[src/rtl/sync_pkg.sv]
// Shared helpers for the Gray-pointer synchronisers: width-generic Gray decode and multi-bit test.
package sync_pkg;

    localparam int MIN_STAGES    = 2;
    localparam int MAX_PTR_WIDTH = 64;

    typedef logic [MAX_PTR_WIDTH-1:0] ptr_max_t;

    // Narrower pointers are zero-extended by the caller; leading zeros leave the low bits' decode unchanged.
    function automatic ptr_max_t gray2bin(input ptr_max_t gray);
        ptr_max_t bin;
        bin[MAX_PTR_WIDTH-1] = gray[MAX_PTR_WIDTH-1];
        for (int i = MAX_PTR_WIDTH - 2; i >= 0; i--) begin
            bin[i] = bin[i+1] ^ gray[i];
        end
        return bin;
    endfunction

    function automatic logic multi_bit(input ptr_max_t diff);
        return (diff & (diff - ptr_max_t'(1))) != '0;
    endfunction

endpackage

[src/rtl/sync_ptr_chan.sv]
// One channel: STAGES-deep Gray synchroniser, registered binary decode, update strobe, sticky coherence error.
// Latency: STAGES edges to ptr_sync, STAGES+1 to ptr_bin/ptr_upd/gray_err; no backpressure, samples every edge.
module sync_ptr_chan
    import sync_pkg::*;
#(
    parameter int PTR_WIDTH = 8,
    parameter int STAGES    = 2
) (
    input  logic                 wclk,
    input  logic                 wrst,
    input  logic [PTR_WIDTH-1:0] ptr_in,
    input  logic                 err_clr,
    output logic [PTR_WIDTH-1:0] ptr_sync,
    output logic [PTR_WIDTH-1:0] ptr_bin,
    output logic                 ptr_upd,
    output logic                 gray_err
);

    // Only this stage sees the asynchronous input.
    (* ASYNC_REG = "TRUE" *) logic [PTR_WIDTH-1:0] meta_q;
    logic [PTR_WIDTH-1:0] meta_d;
    logic [PTR_WIDTH-1:0] chain_q [1:STAGES-1];
    logic [PTR_WIDTH-1:0] chain_d [1:STAGES-1];
    logic [PTR_WIDTH-1:0] prev_q, prev_d;
    logic [PTR_WIDTH-1:0] bin_q, bin_d;
    logic                 upd_q, upd_d;
    logic                 err_q, err_d;

    assign ptr_sync = chain_q[STAGES-1];
    assign ptr_bin  = bin_q;
    assign ptr_upd  = upd_q;
    assign gray_err = err_q;

    always_comb begin
        meta_d     = ptr_in;
        chain_d[1] = meta_q;
        for (int k = 2; k < STAGES; k++) begin
            chain_d[k] = chain_q[k-1];
        end
        prev_d = ptr_sync;
        bin_d  = PTR_WIDTH'(gray2bin(ptr_max_t'(ptr_sync)));
        upd_d  = (ptr_sync != prev_q);
        // A fresh violation wins over a clear in the same cycle.
        if (multi_bit(ptr_max_t'(ptr_sync ^ prev_q))) begin
            err_d = 1'b1;
        end else if (err_clr) begin
            err_d = 1'b0;
        end else begin
            err_d = err_q;
        end
    end

    always_ff @(posedge wclk) begin
        if (wrst) begin
            meta_q <= '0;
            for (int k = 1; k < STAGES; k++) begin
                chain_q[k] <= '0;
            end
            prev_q <= '0;
            bin_q  <= '0;
            upd_q  <= 1'b0;
            err_q  <= 1'b0;
        end else begin
            meta_q <= meta_d;
            for (int k = 1; k < STAGES; k++) begin
                chain_q[k] <= chain_d[k];
            end
            prev_q <= prev_d;
            bin_q  <= bin_d;
            upd_q  <= upd_d;
            err_q  <= err_d;
        end
    end

endmodule

[src/rtl/sync_ptr_multi.sv]
// Multi-channel Gray-pointer synchroniser in the destination domain; channels are fully independent.
// Latency: STAGES edges to ptr_sync, STAGES+1 to ptr_bin/ptr_upd/gray_err; no backpressure, samples every edge.
module sync_ptr_multi
    import sync_pkg::*;
#(
    parameter int PTR_WIDTH = 8,
    parameter int STAGES    = 2,
    parameter int CHANNELS  = 1
) (
    input  logic                          wclk,
    input  logic                          wrst,
    input  logic [CHANNELS*PTR_WIDTH-1:0] ptr_in,
    input  logic [CHANNELS-1:0]           err_clr,
    output logic [CHANNELS*PTR_WIDTH-1:0] ptr_sync,
    output logic [CHANNELS*PTR_WIDTH-1:0] ptr_bin,
    output logic [CHANNELS-1:0]           ptr_upd,
    output logic [CHANNELS-1:0]           gray_err
);

    if (STAGES < MIN_STAGES) begin : g_bad_stages
        $error("sync_ptr_multi: STAGES must be at least %0d", MIN_STAGES);
    end
    if (PTR_WIDTH < 2 || PTR_WIDTH > MAX_PTR_WIDTH) begin : g_bad_width
        $error("sync_ptr_multi: PTR_WIDTH must be 2..%0d", MAX_PTR_WIDTH);
    end

    for (genvar c = 0; c < CHANNELS; c++) begin : g_chan
        sync_ptr_chan #(
            .PTR_WIDTH (PTR_WIDTH),
            .STAGES    (STAGES)
        ) u_chan (
            .wclk     (wclk),
            .wrst     (wrst),
            .ptr_in   (ptr_in[c*PTR_WIDTH +: PTR_WIDTH]),
            .err_clr  (err_clr[c]),
            .ptr_sync (ptr_sync[c*PTR_WIDTH +: PTR_WIDTH]),
            .ptr_bin  (ptr_bin[c*PTR_WIDTH +: PTR_WIDTH]),
            .ptr_upd  (ptr_upd[c]),
            .gray_err (gray_err[c])
        );
    end

endmodule

[config.mk]
export PLATFORM = sky130hd
export DESIGN_NAME = sync_ptr_multi
export DESIGN_NICKNAME = d
export VERILOG_FILES = /design/src/rtl/sync_pkg.sv /design/src/rtl/sync_ptr_chan.sv /design/src/rtl/sync_ptr_multi.sv
export SDC_FILE = /design/constraint.sdc
export NUM_CORES = 1
export LEC_CHECK = 0
export CORE_MARGIN = 5
export CORE_UTILIZATION = 47
export DETAILED_ROUTE_END_ITERATION = 6
export GPL_TIMING_DRIVEN = 0
export PLACE_DENSITY = 0.77
export RECOVER_POWER = 50
export SYNTH_ARGS = -nofsm -noshare
export SYNTH_HDL_FRONTEND = slang
export SYNTH_SLANG_ARGS = --single-unit
[constraint.sdc]
create_clock -name wclk -period 2 [get_ports wclk]
set_clock_uncertainty 0.05 [all_clocks]
set_input_delay 0.3 -clock wclk [delete_from_list [all_inputs] [get_ports wclk]]
set_output_delay 0.3 -clock wclk [all_outputs]
set_load 0.005 [all_outputs]
==> results of run 1 <==
[power by group through the flow]
stage                     Combinational [W]  Sequential, W  Clock, W
after floorplan                   0.0000989       0.000735         0
after global placement             0.000189       0.000731         0
after detailed placement           0.000194       0.000734         0
after CTS                          0.000195       0.000719  0.000380
after global routing               0.000209       0.000723  0.000408
final                              0.000191       0.000718  0.000362
[routing by layer]
metal | global-route usage, % | vias up
met5 | 0 | -
met4 | 6.65 | 0
met3 | 6.54 | 7
met2 | 22.0 | 27
met1 | 10.5 | 340
li1 | - | 392
[cells by family (layout without fill, tap and decap cells)]
logic type	Yosys count	in the layout	share of synthesized area (%)
simple gates	39	39	19.7
flops	33	33	57.4
xor+xnor	19	19	16.4
buf+inv	6	41	2.61
compound gates	5	5	3.04
fa+ha+maj	1	1	0.870
[stage by stage]
stage	instance area, µm²	utilization [%]	total power, W	std cells
global placement	1470	61.0	0.000920	161
global route	1520	63.2	0.00134	168
CTS	1520	63.2	0.00129	168
floorplan	1150	-	0.000834	103
detailed placement	1470	61.0	0.000928	161
finish	1520	63.2	0.00127	168
[worst paths after layout]
check	from	endpoint	slack, ps	depth (start not counted)
max	g_chan[0].u_chan.chain_q[1][7]$_SDFF_PP0_	ptr_sync[7]	280	2
min	g_chan[0].u_chan.meta_q[6]$_SDFF_PP0_	g_chan[0].u_chan.chain_q[1][6]$_SDFF_PP0_	390	1
max reg2reg	g_chan[0].u_chan.chain_q[1][1]$_SDFF_PP0_	g_chan[0].u_chan.gray_err$_SDFFE_PP0P_	290	4
min reg2reg	g_chan[0].u_chan.meta_q[6]$_SDFF_PP0_	g_chan[0].u_chan.chain_q[1][6]$_SDFF_PP0_	390	1
[worst register-to-register path, stage by stage, from the launching register on]
cell,delay (ps)
dfxtp_1,350
xnor2_1,270
o221ai_1,200
or4_1,520
o221a_1,220
[cells in the final DEF, fill, tap and decap left out, drive strengths merged, types with 2 or more instances in the layout]
master         instances
buf                    2
nor2b                 24
a21oi                  3
nor2                   6
xor2                   5
dfxtp                 33
clkdlybuf4s50         27
nand2                  2
xnor2                 13
clkbuf                10
[final cells by class]
type	instances	area, µm²	area share [%]
Buffer	5	26.3	1.72
Clock buffer	7	55.1	3.61
Inverter	1	3.75	0.246
Multi-Input combinational cell	64	460	30.2
Sequential cell	33	661	43.3
Tap cell	30	37.5	2.46
Timing Repair Buffer	28	280	18.4
[flip-flops by register name (all words and copies together) (netlist names)]
register,count
g_chan.u_chan.ptr_bin,8
g_chan.u_chan.ptr_upd,1
g_chan.u_chan.meta_q,8
g_chan.u_chan.chain_q,8
g_chan.u_chan.gray_err,1
g_chan.u_chan.prev_q,7
==> flow_summary.yaml, run 1 <==
run_status:
  outcome: "finished clean"
drt:
  drt-total-wl_um: 1830
  wl_met1_um: 704
  drt_pass1_iterations: 1
  vias: 766
  route.detailed.wl_per_inst_um: 10.9
  met2_length_um: 905
  detail-route-antenna-nets: 0
  top_layer_used: "met4"
  met3_length_um: 173
  route.detailed.drc: 0
  drtIter0Drc: 0
  viasPerCell: 4.56
clock_tree:
  cts_htree_levels: 2
  cts_resized: 0
  path_clk_slew_ps: 90
  cts_buffers: 5
  cts.sink_count: 33
  clockBufferDepth: 2
  postCtsSetupBuffers: 0
  cts_root_buf: "clkbuf_4"
  clkLatencyLatePin_ps: 320
  cts_tree: "yes"
  cts_hold_buf: 0
timing:
  fin_ws_ps: 285
  setup_viol: 0
  hold_violations: 0
  hold_slack_ps: 391
  post-route-period-util_pct: 85.8
  fin_setup_tns_ps: 0
  worst_pin_slew_ps: 439
  clock.fmax_ghz: 0.583
  slew_viol_final: 0
  period_minus_slack_ps: 1720
  maxSlewHeadroom_pct: 70.7
  rsz0062_at_grt: "false"
power_and_ir_drop:
  powerDensity_mw_per_mm2: 834
  p_int_w: 0.000986
  p_sw_share_pct: 22.4
  switchingPower_w: 0.000285
  ir_drop_mv: 0.545
  power_frac_clock_pct: 28.5
  combPwrFrac_pct: 15.1
  p_leak_nw: 0.599
  sequentialPowerShare_pct: 56.5
layout:
  final_nets: 149
  nFillCells: 188
  antenna_cells: 0
  drive_above_1_share_pct: 8.70
  syn_to_final_growth_pct: 32.4
yosys:
  synthArstFlopShare_pct: 0
  yosysUniqueCellTypes: 22
  synth_nets: 114
  ys_seq_area_share_pct: 57.4
  yosys.area.top_type: "dfxtp_1"
  ys_seq_elements: 33
  synthCells: 103
  ys.flop_type: "dfxtp_1"
  synth_common_cells: "dfxtp_1 (33), nor2b_1 (24), xnor2_1 (13)"
  ys_warn_count: 0
  netlist_area_mm2: 0.00115
  synthTopCellsByArea: "dfxtp_1 (57%), nor2b_1 (13%), xnor2_1 (9.9%), xor2_1 (3.0%), xnor3_2 (2.1%)"
  synth_edf_count: 0
  avgSynthCellArea_um2: 11.2
  yosysMostFrequentCell: "dfxtp_1"
  synth_top_area_share_pct: 57.4
placement:
  dpl_worst_slack_ps: 92.4
  hpwl_um: 1400
  gp_congestion: 0.740
  place.port_buffers: 28
die:
  rows: 18
  die_w_um: 59.5
  die_area_mm2: 0.00354
  initial_core_util_pct: 47.8
  coreArea_mm2: 0.00241
  die_h_um: 59.5
  io_pins: 29
global_routing:
  grt_pass1_vias: 777
  grt_max_degree: 11
  antenna_found_initial: 0
  grt_usage_pct: 12.2
  grt_pass1_wl_um: 3060
  grt-ovfl-total: 0
worst_setup_path:
  critPathMaxStageDelay_ps: 490
  slowest_stage: "clkdlybuf4s50_1"
  criticalPathCategory: "register to output pin"
  arrival_ps: 1370
  worstPathRequired_ps: 1650
  path_max_fanout: 4
  cp_cell_sequence: "buf_4 -> clkdlybuf4s50_1"
  critPathTopFamily: "buffers and inverters"
  endpoint_kind: "output pin"
  start_kind: "register"
  crit_buf_inv: 2
worst_hold_path:
  hold_class: "register to register"
flow_run:
  maxCapViolations: 0
Power figures use the tool's default switching activity.
==> run 2: changes to the inputs <==
--- a/config.mk
+++ b/config.mk
@@ -9,7 +9,7 @@
 export CORE_UTILIZATION = 47
 export DETAILED_ROUTE_END_ITERATION = 6
 export GPL_TIMING_DRIVEN = 0
-export PLACE_DENSITY = 0.77
+export PLACE_DENSITY = 0.74
 export RECOVER_POWER = 50
 export SYNTH_ARGS = -nofsm -noshare
 export SYNTH_HDL_FRONTEND = slang
==> run 2 against run 1 <==
Against the previous run:
- first-iteration DRC count grew 5
- count of clock-buffer cells in the layout is the same
- via count is the same
- setup slack lost 15 ps
- largest power group unchanged
- clock power grew 40%
- sequential share of layout area shrank 0.84 points
- largest cell class unchanged
- non-clock buffer count is the same
- critical path depth is the same
==> flow_summary.yaml, run 2 (synthesized netlist as in run 1, its figures left out) <==
worst_setup_path:
  cp_cell_sequence: "buf_4 -> clkdlybuf4s50_1"
  path_max_fanout: 4
  worstPathRequired_ps: 1650
  criticalPathCategory: "register to output pin"
  slowest_stage: "clkdlybuf4s50_1"
  critPathMaxStageDelay_ps: 480
  endpoint_kind: "output pin"
  start_kind: "register"
  arrival_ps: 1380
die:
  rows: 18
  io_pins: 29
  coreArea_mm2: 0.00241
  die_w_um: 59.5
  die_area_mm2: 0.00354
  die_h_um: 59.5
  initial_core_util_pct: 47.8
layout:
  final_common_cell: "dfxtp_1"
  antenna_cells: 0
  final_nets: 149
  syn_to_final_growth_pct: 35.0
  multi_input_area_um2: 460
  final_cell_mix: "dfxtp_1 (33), clkdlybuf4s50_1 (27), nor2b_1 (24)"
  seq_area_um2: 661
  nFillCells: 193
  drive_above_1_share_pct: 9.35
drt:
  vias: 766
  viasPerCell: 4.53
  route.detailed.drc: 0
  drt-total-wl_um: 1740
  route.detailed.wl_per_inst_um: 10.3
  drtIter0Drc: 5
  drt_pass1_iterations: 2
  detail-route-antenna-nets: 0
global_routing:
  antenna_found_initial: 0
  grt_max_degree: 11
  grt_pass1_wl_um: 3080
  grt_pass1_vias: 776
  grt_usage_pct: 12.2
  grt-ovfl-total: 0
timing:
  slew_viol_final: 0
  clock.fmax_ghz: 0.578
  period_minus_slack_ps: 1730
  post-route-period-util_pct: 86.5
  maxSlewHeadroom_pct: 71.3
  hold_violations: 0
  fin_setup_tns_ps: 0
  rsz0062_at_grt: "false"
  worst_pin_slew_ps: 430
  setup_viol: 0
  hold_slack_ps: 393
placement:
  gp_congestion: 0.716
  place.port_buffers: 28
flow_run:
  maxCapViolations: 0
clock_tree:
  cts_buffers: 5
  path_clk_slew_ps: 100
  clockBufferDepth: 2
  postCtsSetupBuffers: 0
  cts_tree: "yes"
  cts_resized: 0
  cts.sink_count: 33
  cts_hold_buf: 0
  clkLatencyLatePin_ps: 330
  cts_htree_levels: 2
  cts_root_buf: "clkbuf_4"
power_and_ir_drop:
  p_total_w: 0.00141
  p_leak_nw: 0.613
  powerDensity_mw_per_mm2: 910
  ir_drop_mv: 0.682
worst_hold_path:
  hold_class: "register to register"
run_status:
  outcome: "finished clean"
[run 2: worst max-delay path: cells and delay by family, from the launching register on]
kind,cells,cell delay (ps)
buffers and inverters,2,620
flip-flops,1,440
[run 2: area by class of cell]
cell class	count	share of cell area [%]
buffer	5	1.69
clock buffer	7	3.54
clock inverter	1	1.93
inverter	1	0.242
multi-input combinational	64	29.6
sequential	33	42.5
tap	30	2.42
timing repair buffer	28	18.0
[run 2: worst paths after layout]
kind                                                to  slack (ps)  cells after the start                                       from
max                                        ptr_sync[7]         270                      2  g_chan[0].u_chan.chain_q[1][7]$_SDFF_PP0_
min          g_chan[0].u_chan.chain_q[1][4]$_SDFF_PP0_         390                      1      g_chan[0].u_chan.meta_q[4]$_SDFF_PP0_
max reg2reg     g_chan[0].u_chan.gray_err$_SDFFE_PP0P_         310                      4  g_chan[0].u_chan.chain_q[1][2]$_SDFF_PP0_
min reg2reg  g_chan[0].u_chan.chain_q[1][4]$_SDFF_PP0_         390                      1      g_chan[0].u_chan.meta_q[4]$_SDFF_PP0_
[run 2: stage by stage]
stage / setup WS (ps) / cells / cell area, µm² / utilization, %
after global routing: 195 / 169 / 1550 / 64.5
after detailed placement: 137 / 161 / 1470 / 61.0
after global placement: 141 / 161 / 1470 / 61.0
after floorplan: 432 / 103 / 1150 / -
after CTS: 234 / 169 / 1550 / 64.5
final: 270 / 169 / 1550 / 64.5
[run 2: metal layers]
layer  global-route usage (%)  part of all wire, %
met1                     12.2                   41
met2                     19.8                   46
met3                     4.79                  9.2
met4                     9.81                  4.4
met5                        0                    0
[run 2: report_power, final]
group / internal [W] / switching, W
Sequential: 0.000698 / 0.0000185
Combinational: 0.000122 / 0.0000684
Clock: 0.000298 / 0.000209
